## config.mk

```make
export PLATFORM = sky130hd
export DESIGN_NAME = divider_control
export DESIGN_NICKNAME = d
export VERILOG_FILES = /design/src/rtl/div_pkg.sv /design/src/rtl/divider_control.sv
export SDC_FILE = /design/constraint.sdc
export NUM_CORES = 1
export LEC_CHECK = 0
export CAP_MARGIN = 20
export CORE_MARGIN = 2
export CORE_UTILIZATION = 30
export DETAILED_ROUTE_END_ITERATION = 7
export GPL_TIMING_DRIVEN = 0
export PLACE_DENSITY_LB_ADDON = 0.3
export REMOVE_ABC_BUFFERS = 1
export SLEW_MARGIN = 10
export SYNTH_ARGS = -nofsm -noshare
export SYNTH_HDL_FRONTEND = slang
export SYNTH_SLANG_ARGS = --single-unit
```

## constraint.sdc

```tcl
create_clock -name clk -period 1.6 [get_ports clk]
set_clock_uncertainty 0.1 [all_clocks]
set_input_delay 0.16 -clock clk [delete_from_list [all_inputs] [get_ports clk]]
set_output_delay 0.16 -clock clk [all_outputs]
set_load 0.02 [all_outputs]
```

## src/rtl/div_pkg.sv

```systemverilog
// Shared encodings for the restoring-division controller and its datapath.
package div_pkg;

  // Default number of quotient bits, which is also the number of iterations.
  localparam int NBITS_DEF = 8;

  // Controller states.
  typedef enum logic [1:0] {
    ST_IDLE   = 2'd0,
    ST_SUB    = 2'd1,
    ST_DECIDE = 2'd2,
    ST_DONE   = 2'd3
  } state_t;

  // Datapath remainder-mux selects. 2'b00 is never driven.
  localparam logic [1:0] SEL_ADD  = 2'b01;  // adder result into upper half
  localparam logic [1:0] SEL_LOAD = 2'b10;  // {0, dividend}
  localparam logic [1:0] SEL_HOLD = 2'b11;  // keep current remainder

endpackage

```

## src/rtl/divider_control.sv

```systemverilog
// Sequencing FSM for the 8-bit / 7-bit restoring divider: one load cycle,
// then NBITS subtract/decide pairs, then a one-cycle done pulse.
module divider_control
  import div_pkg::*;
#(
  parameter int NBITS = NBITS_DEF
) (
  input  logic       clk,
  input  logic       reset,      // asynchronous, active-low
  input  logic       start,
  input  logic [6:0] divisorin,
  input  logic       sign,
  output logic       load,
  output logic       add,
  output logic       shift,
  output logic       inbit,
  output logic [1:0] sel,
  output logic       busy,
  output logic       done,
  output logic       dbz
);

  localparam int CW = $clog2(NBITS) + 1;

  state_t          r_state;
  state_t          w_next;
  logic [CW-1:0]   r_count;
  logic            r_dbz;
  logic            w_accept;
  logic            w_last;

  // A start is only honoured from IDLE; anywhere else it is dropped.
  assign w_accept = (r_state == ST_IDLE) && start;
  assign w_last   = (r_count == CW'(NBITS - 1));
  assign dbz      = r_dbz;

  // State register.
  always_ff @(posedge clk or negedge reset) begin
    if (!reset) begin
      r_state <= ST_IDLE;
    end else begin
      r_state <= w_next;
    end
  end

  // Iteration counter and divide-by-zero flag, both captured on an accepted start.
  always_ff @(posedge clk or negedge reset) begin
    if (!reset) begin
      r_count <= '0;
      r_dbz   <= 1'b0;
    end else if (w_accept) begin
      r_count <= '0;
      r_dbz   <= (divisorin == 7'd0);
    end else if (r_state == ST_DECIDE) begin
      r_count <= r_count + CW'(1);
    end else begin
      r_count <= r_count;
    end
  end

  // Next-state logic.
  always_comb begin
    w_next = r_state;
    case (r_state)
      ST_IDLE:   w_next = start ? ST_SUB : ST_IDLE;
      ST_SUB:    w_next = ST_DECIDE;
      ST_DECIDE: w_next = w_last ? ST_DONE : ST_SUB;
      ST_DONE:   w_next = ST_IDLE;
      default:   w_next = ST_IDLE;
    endcase
  end

  // Datapath controls; reset overrides everything, including the Mealy start path.
  always_comb begin
    load  = 1'b0;
    add   = 1'b0;
    shift = 1'b0;
    inbit = 1'b0;
    sel   = SEL_HOLD;
    busy  = 1'b0;
    done  = 1'b0;
    if (!reset) begin
      sel = SEL_HOLD;
    end else begin
      case (r_state)
        ST_IDLE: begin
          if (start) begin
            // Capture divisor and {0, dividend} already shifted left once.
            load  = 1'b1;
            sel   = SEL_LOAD;
            shift = 1'b1;
            inbit = 1'b0;
          end else begin
            sel = SEL_HOLD;
          end
        end
        ST_SUB: begin
          sel  = SEL_ADD;
          add  = 1'b0;
          busy = 1'b1;
        end
        ST_DECIDE: begin
          busy  = 1'b1;
          shift = 1'b1;
          if (sign) begin
            // Negative difference: restore and shift in a 0 in the same cycle.
            sel   = SEL_ADD;
            add   = 1'b1;
            inbit = 1'b0;
          end else begin
            // Non-negative: keep the difference, shift in a 1.
            sel   = SEL_HOLD;
            inbit = 1'b1;
          end
        end
        ST_DONE: begin
          done = 1'b1;
        end
        default: begin
          sel = SEL_HOLD;
        end
      endcase
    end
  end

endmodule

```

* Word level (Yosys, flattened, before mapping)
Index checks and enable logic that the tools add are counted.
** Word-level totals
- Flip-flop bits (word level) :: 7
** Cells by class
- $add $sub $neg :: 1
- Reduce and logical (&&, ||, !) cells :: 5
- Muxes and demuxes :: 24
- Equality and inequality tests :: 4
** Operator list (number)
- $mux 1 :: 16
- $mux 4 :: 2
- $pmux 2 s4 :: 1
- $logic_not 7->1 :: 1
- $mux 2 :: 3
- $pmux 2 s3 :: 1
- $add 4x1->4 const B :: 1
- $eq 2x2->1 const B :: 2
- $eq 4x3->1 const B :: 1
- $eq 2x1->1 const B :: 1
- $logic_not 2->1 :: 1
- $pmux 1 s2 :: 1
- $reduce_bool 2->1 :: 1
- $reduce_or 2->1 :: 1
- $logic_and 1x1->1 :: 1

* Longest topological paths before layout
Gate-level depths: netlist of run 1.
- Depth after elaboration :: 4
- Depth in mapped cells :: 6
- Mapped depth without buffers :: 5

* Least setup slack after synthesis of run 1
No wires, ideal clock.
- Path kind :: register -> output
- Start point :: register r_state[0]
- End point :: output port sel[0]
- Required time :: 1.340 ns
- Data arrival time :: 1.323 ns
- Setup slack :: 0.017 ns
- Stages on the path, launching flop included :: 6
- Cells stage by stage :: dfrtp_1 > inv_1 > ha_1 > buf_2 > inv_1 > o21ai_0
** Between the ends
- Longest elaborated chain between the ends :: 3
- Elaborated cells between the ends (all ways) :: 5
- Classes of those cells :: 2 x eq/ne; 2 x mux; 1 x reduce/logical
** Ends and longest elaborated chain
- start, declared :: line divider_control.sv:25 : state_t r_state;
- start signal, assigned :: line divider_control.sv:42 : r_state <= w_next;
- $eq 2x2->1, or another cell as far along :: line divider_control.sv:85 : case (r_state)
- $pmux 2 s3 * :: line divider_control.sv:85
- $mux 2 * :: line divider_control.sv:82 : if (!reset) begin
- end, declared :: line divider_control.sv:17 : output logic [1:0] sel,
Mark *: on every way between the ends. The rest lies on a longest branch, timed or not.

* Worst setup path after layout of run 1
- Start point :: register r_state[1]
- End point :: output port sel[1]
The elaborated chain is that of the path after synthesis.

==> qor.tcl, run 1 <==
set qor(status) {finished, violations left}
set qor(failing_checks) {setup timing}
set qor(netlist.area_leader.share_pct) 35.1
set qor(design.final.nets) 105
set qor(final_design_area_no_fill_sq_um) 902
set qor(top_level_ports) 20
set qor(rsz0062_at_grt) {yes}
set qor(netlist_top_cells_area) {sky130_fd_sc_hd__dfrtp_1 (35%), sky130_fd_sc_hd__ha_1 (18%), sky130_fd_sc_hd__and2_2 (4.5%)}
set qor(end_kind) {primary output}
set qor(tritoncts) {built}
set qor(placement.cell_area_sq_um) 692
set qor(seq_total_area_yosys_pct) 35.1
set qor(drt_first_iter_violations) 0
set qor(io_buffers) 19
set qor(clk_tree_root_cell) {sky130_fd_sc_hd__clkbuf_4}
set qor(grt_start_max_net_pins) 10
set qor(cts.sinks) 7
set qor(last_weighted_congestion_value_of_the_routability_driven_placer) 0.677
set qor(clk_transition_reported_paths_ns) 0.05
set qor(timing.final.max_slew_violations) 0
set qor(ant_nets) 0
set qor(highest_achievable_clock_rate_mhz) 558
set qor(globalRouteTotalUtil_pct) 15.0
set qor(starting_density_pct) 32.4
set qor(final-hold-violation-count) 0
set qor(cp_max_fo) 5
set qor(wl_mm) 1.25
set qor(layout-drive-gt1-share_pct) 50.0
set qor(detailroute.via_count) 492
set qor(antenna_cells) 0
set qor(ir_drop_v) 0.000848
set qor(fin_crit_sh_pct) 112
set qor(die-width_um) 44.8
set qor(timing.critical_path.from_type) {register}
set qor(yosys_warnings) 0
set qor(grt_first_pass_wirelength_mm) 2.13
set qor(core_area_sq_um) 1540
set qor(synth.cells.most_frequent) {sky130_fd_sc_hd__dfrtp_1 (7), sky130_fd_sc_hd__ha_1 (7), sky130_fd_sc_hd__nand2_1 (5)}
set qor(synth_top_flop_cell) {sky130_fd_sc_hd__dfrtp_1}
set qor(remaining_drc_errors) 0
set qor(post_synth_instance_area_sq_um) 499
set qor(dieArea_sq_um) 2010
set qor(rows) 14
set qor(worst_slack_ns) -0.191
set qor(synth_largest_area_cell) {sky130_fd_sc_hd__dfrtp_1}
set qor(post_synthesis_sequential_element_count) 7
set qor(worst_slew_margin_rel_pct) 74.1
set qor(leakage_power_nw) 0.405
set qor(die-height_um) 44.8
set qor(antenna_found_initial) 0
set qor(maxCapViolCount) 0
set qor(async_flop_share_pct) 100
set qor(synthesis.area_per_instance_sq_um) 9.42
set qor(yosysUniqueCellTypes) 24
set qor(post_layout_minimum_cycle_time_ns) 1.79
set qor(clk-insertion-delay-late_ns) 0.25
set qor(drt-vias-per-instance) 4.82
set qor(tightestPinTransition_ns) 0.388
set qor(synth_edf_count) 0
set qor(htree_num_levels) 1
set qor(worstPathArrival_ns) 1.53
set qor(grt-ovfl-total) 0
set qor(min-delay-path-class) {reg -> reg}
set qor(numCtsBuffers) 3
set qor(dpl_worst_slack_ns) -0.638
set qor(grt_pass1_vias) 507
set qor(clock_tree.buffer_depth) 2
set qor(post-dp-hpwl_um) 725
set qor(cp.required_ns) 1.34
set qor(holdPathStages) 2
set qor(synthToLayoutAreaGrowth_pct) 80.7
set qor(category_of_the_most_critical_setup_path) {reg -> out}
set qor(reg2reg_depth) 8
set qor(pwr_density_cell_nw_per_um2) 1580
set qor(setup-violations-final) 6
set qor(synthCells) 53
set qor(routedWlPerCell_um) 12.3
set qor(first_pass_iters) 1
[power by group]
group          total [W]  switching (W)  internal (W)
Combinational   0.000958       0.000416      0.000542
Clock           0.000160      0.0000653     0.0000952
Sequential      0.000308      0.0000768      0.000231
Total            0.00143       0.000558      0.000868
[timing repair]
| item | in CTS | in global routing |
|---|---|---|
| endpoints found under the setup margin | 8 | 8 |
| hold endpoints to repair | 7 | 0 |
| setup buffers | 9 | 3 |
| hold buffers | 1 | 0 |
| pin swaps | 4 | 3 |
| gates resized for setup | 54 | 15 |
[state kept, by name, indices dropped and copies added (netlist names)]
| register | count |
|---|---|
| r_count | 4 |
| r_state | 2 |
| dbz | 1 |
[cells in the final DEF (no fill, tap or decap), types with 3 or more instances in the layout]
cell type | Yosys | final
sky130_fd_sc_hd__ha_4 | 0 | 4
sky130_fd_sc_hd__dfrtp_1 | 7 | 5
sky130_fd_sc_hd__a21oi_1 | 3 | 3
sky130_fd_sc_hd__and2_2 | 3 | 3
sky130_fd_sc_hd__clkdlybuf4s50_1 | 0 | 10
sky130_fd_sc_hd__clkbuf_4 | 0 | 3
sky130_fd_sc_hd__buf_4 | 1 | 12
sky130_fd_sc_hd__ha_1 | 7 | 3
sky130_fd_sc_hd__buf_6 | 0 | 7
sky130_fd_sc_hd__nand2_1 | 5 | 4
[metrics by stage]
step / hold WS (ns) / utilization (%) / power, W / TNS, ns / std cells
4_1_cts: 0.397 / 53.7 / 0.00126 / -0.248 / 99
6_report: 0.393 / 58.5 / 0.00143 / -0.417 / 102
3_5_place_dp: 0.381 / 44.9 / 0.000853 / -3.87 / 85
2_1_floorplan: -0.236 / - / 0.000639 / 0 / 50
5_1_grt: 0.418 / 58.5 / 0.00154 / -0.997 / 102
3_3_place_gp: 0.382 / 44.9 / 0.000843 / -3.87 / 85
[worst paths after layout]
| check | from | endpoint | slack, ns |
|---|---|---|---|
| min in group asynchronous | reset | r_count[0]$_DFFE_PN0P_ | 0.58 |
| setup reg to reg | r_state[0]$_DFF_PN0_ | r_count[3]$_DFFE_PN0P_ | 0 |
| hold / removal | dbz$_DFFE_PN0P_ | dbz$_DFFE_PN0P_ | 0.39 |
| setup / recovery | r_state[1]$_DFF_PN0_ | sel[1] | -0.19 |
| hold reg to reg | dbz$_DFFE_PN0P_ | dbz$_DFFE_PN0P_ | 0.39 |
| max in group asynchronous | reset | r_state[0]$_DFF_PN0_ | 0.54 |
[routing by layer]
metal | vias up | routed length, um | global-route usage, %
li1 | 243 | - | -
met1 | 221 | 518 | 16.2
met2 | 24 | 597 | 24.3
met3 | 4 | 104 | 5.20
met4 | 0 | 31 | 10.6
met5 | - | 0 | 0
[worst max-delay path, stage by stage (launching register included)]
cell and delay (ns):
sky130_fd_sc_hd__dfrtp_2 0.47, sky130_fd_sc_hd__ha_4 0.18, sky130_fd_sc_hd__nand2b_4 0.13, sky130_fd_sc_hd__or3_4 0.37
sky130_fd_sc_hd__buf_6 0.14
[kinds of logic (layout without fill, tap and decap cells)]
logic type               count (synthesis)  in the layout  synth area share [%]
flip-flops                               7              7                  35.1
adder cells (fa/ha/maj)                  7              7                  17.5
AO/OA/AOI/OAI                            9              9                  10.3
XOR/XNOR                                 3              3                  5.26
buffers and inverters                    6             39                  5.76
AND/OR/NAND/NOR                         19             19                  21.8
multiplexers                             2              2                  4.26
[final cells by class]
cell class,count,area [sq um]
Tap cell,16,20.0
Inverter,3,13.8
Sequential cell,7,178
Clock buffer,4,26.3
Multi-Input combinational cell,40,372
Fill cell,151,639
Timing Repair Buffer,32,293
No activity file was read; power rests on OpenSTA's default activity.
==> run 2, diff against run 1 <==
- CAP_MARGIN: 20 -> 40
- DONT_BUFFER_PORTS: not set -> 1
==> run 2 against run 1 <==
Critical path depth did not move. Sequential cell count did not move. First-iteration DRC count rose by 2. Worst hold slack got worse by 0.25 ns. Cell count fell by 15%. The flow still finishes with violations (setup timing). Sequential power fell by 5%. Clock-buffer cell count did not move. Utilization fell by 9.7 points.
==> qor.tcl, run 2 (synthesis gave the netlist of run 1 again) <==
set qor(clk-insertion-delay-late_ns) 0.26
set qor(core_area_sq_um) 1540
set qor(setup-violations-final) 2
set qor(cts.sinks) 7
set qor(tightestPinTransition_ns) 0.347
set qor(worstPathArrival_ns) 1.43
set qor(cp.required_ns) 1.34
set qor(worst_slew_margin_rel_pct) 76.8
set qor(numCtsBuffers) 3
set qor(dpl_worst_slack_ns) -0.208
set qor(antenna_found_initial) 0
set qor(post_layout_minimum_cycle_time_ns) 1.69
set qor(clk_tree_root_cell) {sky130_fd_sc_hd__clkbuf_4}
set qor(ir_drop_v) 0.000854
set qor(end_kind) {primary output}
set qor(remaining_drc_errors) 0
set qor(failing_checks) {setup timing}
set qor(status) {finished, violations left}
set qor(worst_slack_ns) -0.0855
set qor(timing.critical_path.from_type) {register}
set qor(grt_pass1_vias) 427
set qor(die-height_um) 44.8
set qor(maxCapViolCount) 0
set qor(ant_nets) 0
set qor(fin_crit_sh_pct) 105
set qor(postLayoutCoreUtil_pct) 48.8
set qor(final_design_area_no_fill_sq_um) 752
set qor(detailroute.via_count) 442
set qor(highest_achievable_clock_rate_mhz) 593
set qor(clk_transition_reported_paths_ns) 0.05
set qor(layout.cells.most_common) {sky130_fd_sc_hd__buf_4}
set qor(die-width_um) 44.8
set qor(wl_mm) 1.19
set qor(grt_start_max_net_pins) 9
set qor(final-hold-violation-count) 0
set qor(rows) 14
set qor(placement.cell_area_sq_um) 502
set qor(reg2reg_depth) 7
set qor(htree_num_levels) 1
set qor(io_buffers) 0
set qor(largest_register_ffs) 4
set qor(drt_first_iter_violations) 2
set qor(reg2reg_slack_ns) 0.10
set qor(clock_tree.buffer_depth) 2
set qor(last_weighted_congestion_value_of_the_routability_driven_placer) 0.727
set qor(design.final.nets) 90
set qor(antenna_cells) 0
set qor(critical_path.reg2reg.endpoint) {r_count[3]$_DFFE_PN0P_}
set qor(whs_ns) 0.142
set qor(first_pass_iters) 4
set qor(post_layout_total_power_w) 0.00128
set qor(tritoncts) {built}
set qor(layout-drive-gt1-share_pct) 47.9
set qor(mostFrequentLayoutCells) {sky130_fd_sc_hd__buf_4 (11), sky130_fd_sc_hd__dfrtp_1 (6), sky130_fd_sc_hd__dlygate4sd3_1 (6), sky130_fd_sc_hd__nand2_1 (4)}
set qor(grt_first_pass_wirelength_mm) 1.79
set qor(top_level_ports) 20
set qor(synthToLayoutAreaGrowth_pct) 50.6
set qor(timing.final.max_slew_violations) 0
set qor(registers.top_by_ff_count) {r_count}
set qor(post-dp-hpwl_um) 681
set qor(pwr_density_cell_nw_per_um2) 1700
set qor(rsz0062_at_grt) {yes}
set qor(leakage_power_nw) 0.338
set qor(min-delay-path-class) {in -> async}
set qor(globalRouteTotalUtil_pct) 13.1
set qor(starting_density_pct) 32.4
set qor(dieArea_sq_um) 2010
set qor(routedWlPerCell_um) 13.7
set qor(cp_max_fo) 4
set qor(category_of_the_most_critical_setup_path) {reg -> out}
set qor(worst_r2r_startpoint) {r_state[0]$_DFF_PN0_}
set qor(grt-ovfl-total) 0
set qor(drt-vias-per-instance) 5.08
[run 2: worst max-delay path by stage]
stage,startpoint,endpoint,slack [ns],cells after the start
after global routing,r_state[0]$_DFF_PN0_,sel[1],-0.13,4
after CTS,r_state[1]$_DFF_PN0_,sel[1],-0.09,3
after global placement,r_state[0]$_DFF_PN0_,sel[0],-0.13,4
after detailed placement,r_state[0]$_DFF_PN0_,sel[0],-0.21,4
after floorplan,r_state[0]$_DFF_PN0_,sel[0],0.01,4
final,r_state[0]$_DFF_PN0_,sel[1],-0.09,4
[run 2: stage by stage]
stage	std cells	TNS [ns]
after global placement	66	-0.216
after floorplan	50	0
after CTS	83	-0.204
final	87	-0.0912
after global routing	87	-0.199
after detailed placement	66	-0.345
[run 2: power by group]
part	switching, W	leakage, nW	internal, W
Sequential	0.0000648	0.0924	0.000228
Combinational	0.000393	0.230	0.000427
Clock	0.0000728	0.0150	0.0000957
Total	0.000531	0.338	0.000751
[run 2: final cells by class]
cell class	instances	area [sq um]
Multi-Input combinational cell	40	373
Inverter	3	13.8
Sequential cell	7	176
Timing Repair Buffer	17	143
Clock buffer	4	26.3
Tap cell	16	20.0
Fill cell	156	790
[run 2: layer usage]
metal	wire [um]	vias to the layer above	GRT usage [%]
met5	0	-	0
met4	25	0	8.82
li1	-	215	-
met3	106	4	3.60
met2	559	23	22.3
met1	499	200	14.2
[run 2: what timing repair did]
item | 4_1_cts | 5_1_grt
endpoints found under the setup margin | 7 | 5
pin swaps | 3 | 3
endpoints found under the hold margin | 13 | 0
hold buffers | 6 | 0
gates resized for setup | 16 | 6
setup buffers | 7 | 4
[run 2: worst max-delay path, cell delays in order (launching register included)]
cell	delay, ns
sky130_fd_sc_hd__dfrtp_1	0.42
sky130_fd_sc_hd__inv_4	0.08
sky130_fd_sc_hd__ha_4	0.16
sky130_fd_sc_hd__nor2b_4	0.12
sky130_fd_sc_hd__or3_4	0.40
==> run 3, diff against run 2 <==
- CAP_MARGIN: 40 -> 20
- CORE_AREA: not set -> 2 2 39 41
- CORE_MARGIN: 2 -> not set
- CORE_UTILIZATION: 30 -> not set
- DIE_AREA: not set -> 0 0 41 43
==> run 3 against run 2 <==
The flow still finishes with violations (setup timing). Cell count is 1.1% higher. Power is 11% higher. Routed wire length is 2.4% higher. First-iteration DRC count is 100% lower. Sequential share of layout area is 1.4 points lower. Via count is 2.7% lower. Register-to-register slack hardly changed. Critical path depth stayed put. Fmax hardly changed. Clock-buffer cell count stayed put. Largest cell class unchanged.
==> qor.tcl, run 3 (synthesis gave the netlist of run 1 again) <==
set qor(cp_max_fo) 5
set qor(ant_nets) 0
set qor(tritoncts) {built}
set qor(first_pass_iters) 1
set qor(category_of_the_most_critical_setup_path) {reg -> out}
set qor(post-dp-hpwl_um) 654
set qor(comb_power_share_pct) 68.1
set qor(die-width_um) 41
set qor(numCtsBuffers) 3
set qor(p_sw_w) 0.000572
set qor(internal_power_component_w) 0.000856
set qor(failing_checks) {setup timing}
set qor(dpl_worst_slack_ns) -0.181
set qor(clock_group_share_of_total_power_pct) 11.3
set qor(setup-violations-final) 4
set qor(highest_achievable_clock_rate_mhz) 593
set qor(antenna_cells) 0
set qor(htree_num_levels) 1
set qor(worst_slew_margin_rel_pct) 77.4
set qor(grt_first_pass_wirelength_mm) 1.81
set qor(layout.cells.most_common) {sky130_fd_sc_hd__buf_4}
set qor(dieArea_sq_um) 1760
set qor(routedWlPerCell_um) 13.8
set qor(ir_drop_v) 0.000750
set qor(power_frac_seq_pct) 20.6
set qor(grt_pass1_vias) 401
set qor(registers.top_by_ff_count) {r_count}
set qor(net_sw_share_pct) 40.0
set qor(worst_slack_ns) -0.0863
set qor(cts.sinks) 7
set qor(min-delay-path-class) {in -> async}
set qor(drt-vias-per-instance) 4.89
set qor(synthToLayoutAreaGrowth_pct) 61.2
set qor(final-hold-violation-count) 0
set qor(detailroute.via_count) 430
set qor(globalRouteTotalUtil_pct) 16.1
set qor(wl_mm) 1.22
set qor(clk-insertion-delay-late_ns) 0.25
set qor(grt-ovfl-total) 0
set qor(clk_tree_root_cell) {sky130_fd_sc_hd__clkbuf_4}
set qor(tightestPinTransition_ns) 0.337
set qor(design.final.nets) 91
set qor(reg2reg_slack_ns) 0.09
set qor(fin_crit_sh_pct) 105
set qor(rows) 14
set qor(cp.required_ns) 1.34
set qor(starting_density_pct) 36.1
set qor(post_layout_minimum_cycle_time_ns) 1.69
set qor(pwr_density_cell_nw_per_um2) 1780
set qor(maxCapViolCount) 0
set qor(core_area_sq_um) 1380
set qor(clk_transition_reported_paths_ns) 0.06
set qor(timing.critical_path.from_type) {register}
set qor(mostFrequentLayoutCells) {sky130_fd_sc_hd__buf_4 (9), sky130_fd_sc_hd__dlygate4sd3_1 (6), sky130_fd_sc_hd__dfrtp_1 (5), sky130_fd_sc_hd__nand2_1 (4), sky130_fd_sc_hd__ha_1 (4)}
set qor(worstPathArrival_ns) 1.43
set qor(rsz0062_at_grt) {yes}
set qor(die-height_um) 43
set qor(remaining_drc_errors) 0
set qor(io_buffers) 0
set qor(leakage_power_nw) 0.368
set qor(last_weighted_congestion_value_of_the_routability_driven_placer) 0.649
set qor(timing.final.max_slew_violations) 0
set qor(end_kind) {primary output}
set qor(tns_ns) -0.159
set qor(top_level_ports) 20
set qor(drt_first_iter_violations) 0
set qor(largest_register_ffs) 4
set qor(antenna_found_initial) 0
set qor(grt_start_max_net_pins) 9
set qor(status) {finished, violations left}
set qor(clock_tree.buffer_depth) 2
set qor(layout-drive-gt1-share_pct) 47.2
-- run 3: final timing paths --
kind / startpoint / depth (start not counted) / to
worst max-delay path: r_state[0]$_DFF_PN0_ / 4 / sel[1]
worst min-delay path: reset / 1 / dbz$_DFFE_PN0P_
worst max register to register: r_state[0]$_DFF_PN0_ / 7 / r_count[3]$_DFFE_PN0P_
worst min register to register: r_count[3]$_DFFE_PN0P_ / 2 / r_count[3]$_DFFE_PN0P_
max in group asynchronous: reset / 1 / r_state[0]$_DFF_PN0_
min in group clk: start / 1 / sel[0]
-- run 3: metrics by stage --
stage	power, W	hold slack, ns	cells	util, %	area (sq um)
after floorplan	0.000639	-0.236	50	-	482
after global placement	0.000703	-0.235	66	36.3	502
after detailed placement	0.000718	-0.235	66	36.3	502
after CTS	0.00125	0.156	84	53.0	733
after global routing	0.00152	0.165	88	58.1	805
final	0.00143	0.141	88	58.1	805
-- run 3: cell type report --
cell class	count	area, sq um
multi-input cells	40	388
well taps	16	20.0
flip-flops and latches	7	178
repair buffers	18	179
clock buffers	4	26.3
inverters	3	13.8
fillers	118	579
-- run 3: power by group through the flow --
stage                     clock (W)  combinational, W  sequential [W]
after detailed placement          0          0.000434        0.000283
after global routing       0.000180           0.00104        0.000302
after CTS                  0.000168          0.000797        0.000288
after floorplan                   0          0.000368        0.000271
after global placement            0          0.000423        0.000280
final                      0.000161          0.000973        0.000295
-- run 3: critical path, stage by stage, from the launching register on --
cell	delay [ns]
sky130_fd_sc_hd__dfrtp_2	0.40
sky130_fd_sc_hd__inv_4	0.07
sky130_fd_sc_hd__buf_12	0.12
sky130_fd_sc_hd__ha_4	0.17
sky130_fd_sc_hd__or3_4	0.41
-- run 3: timing repair --
action,in CTS,in global routing
setup buffers,8,4
gates cloned,0,0
hold buffers,6,0
pin swaps,4,4
gates resized for setup,19,7
endpoints found under the setup margin,7,6
hold endpoints to repair,13,0
-- run 3: layer usage --
metal | part of all wire, % | GRT usage (%) | wire length [um] | up-vias
met5 | 0 | 0 | 0 | -
met4 | 0.66 | 10.0 | 8 | 0
met3 | 6.6 | 5.24 | 80 | 2
met2 | 49 | 24.4 | 602 | 18
met1 | 43 | 18.4 | 526 | 192
li1 | - | - | - | 218
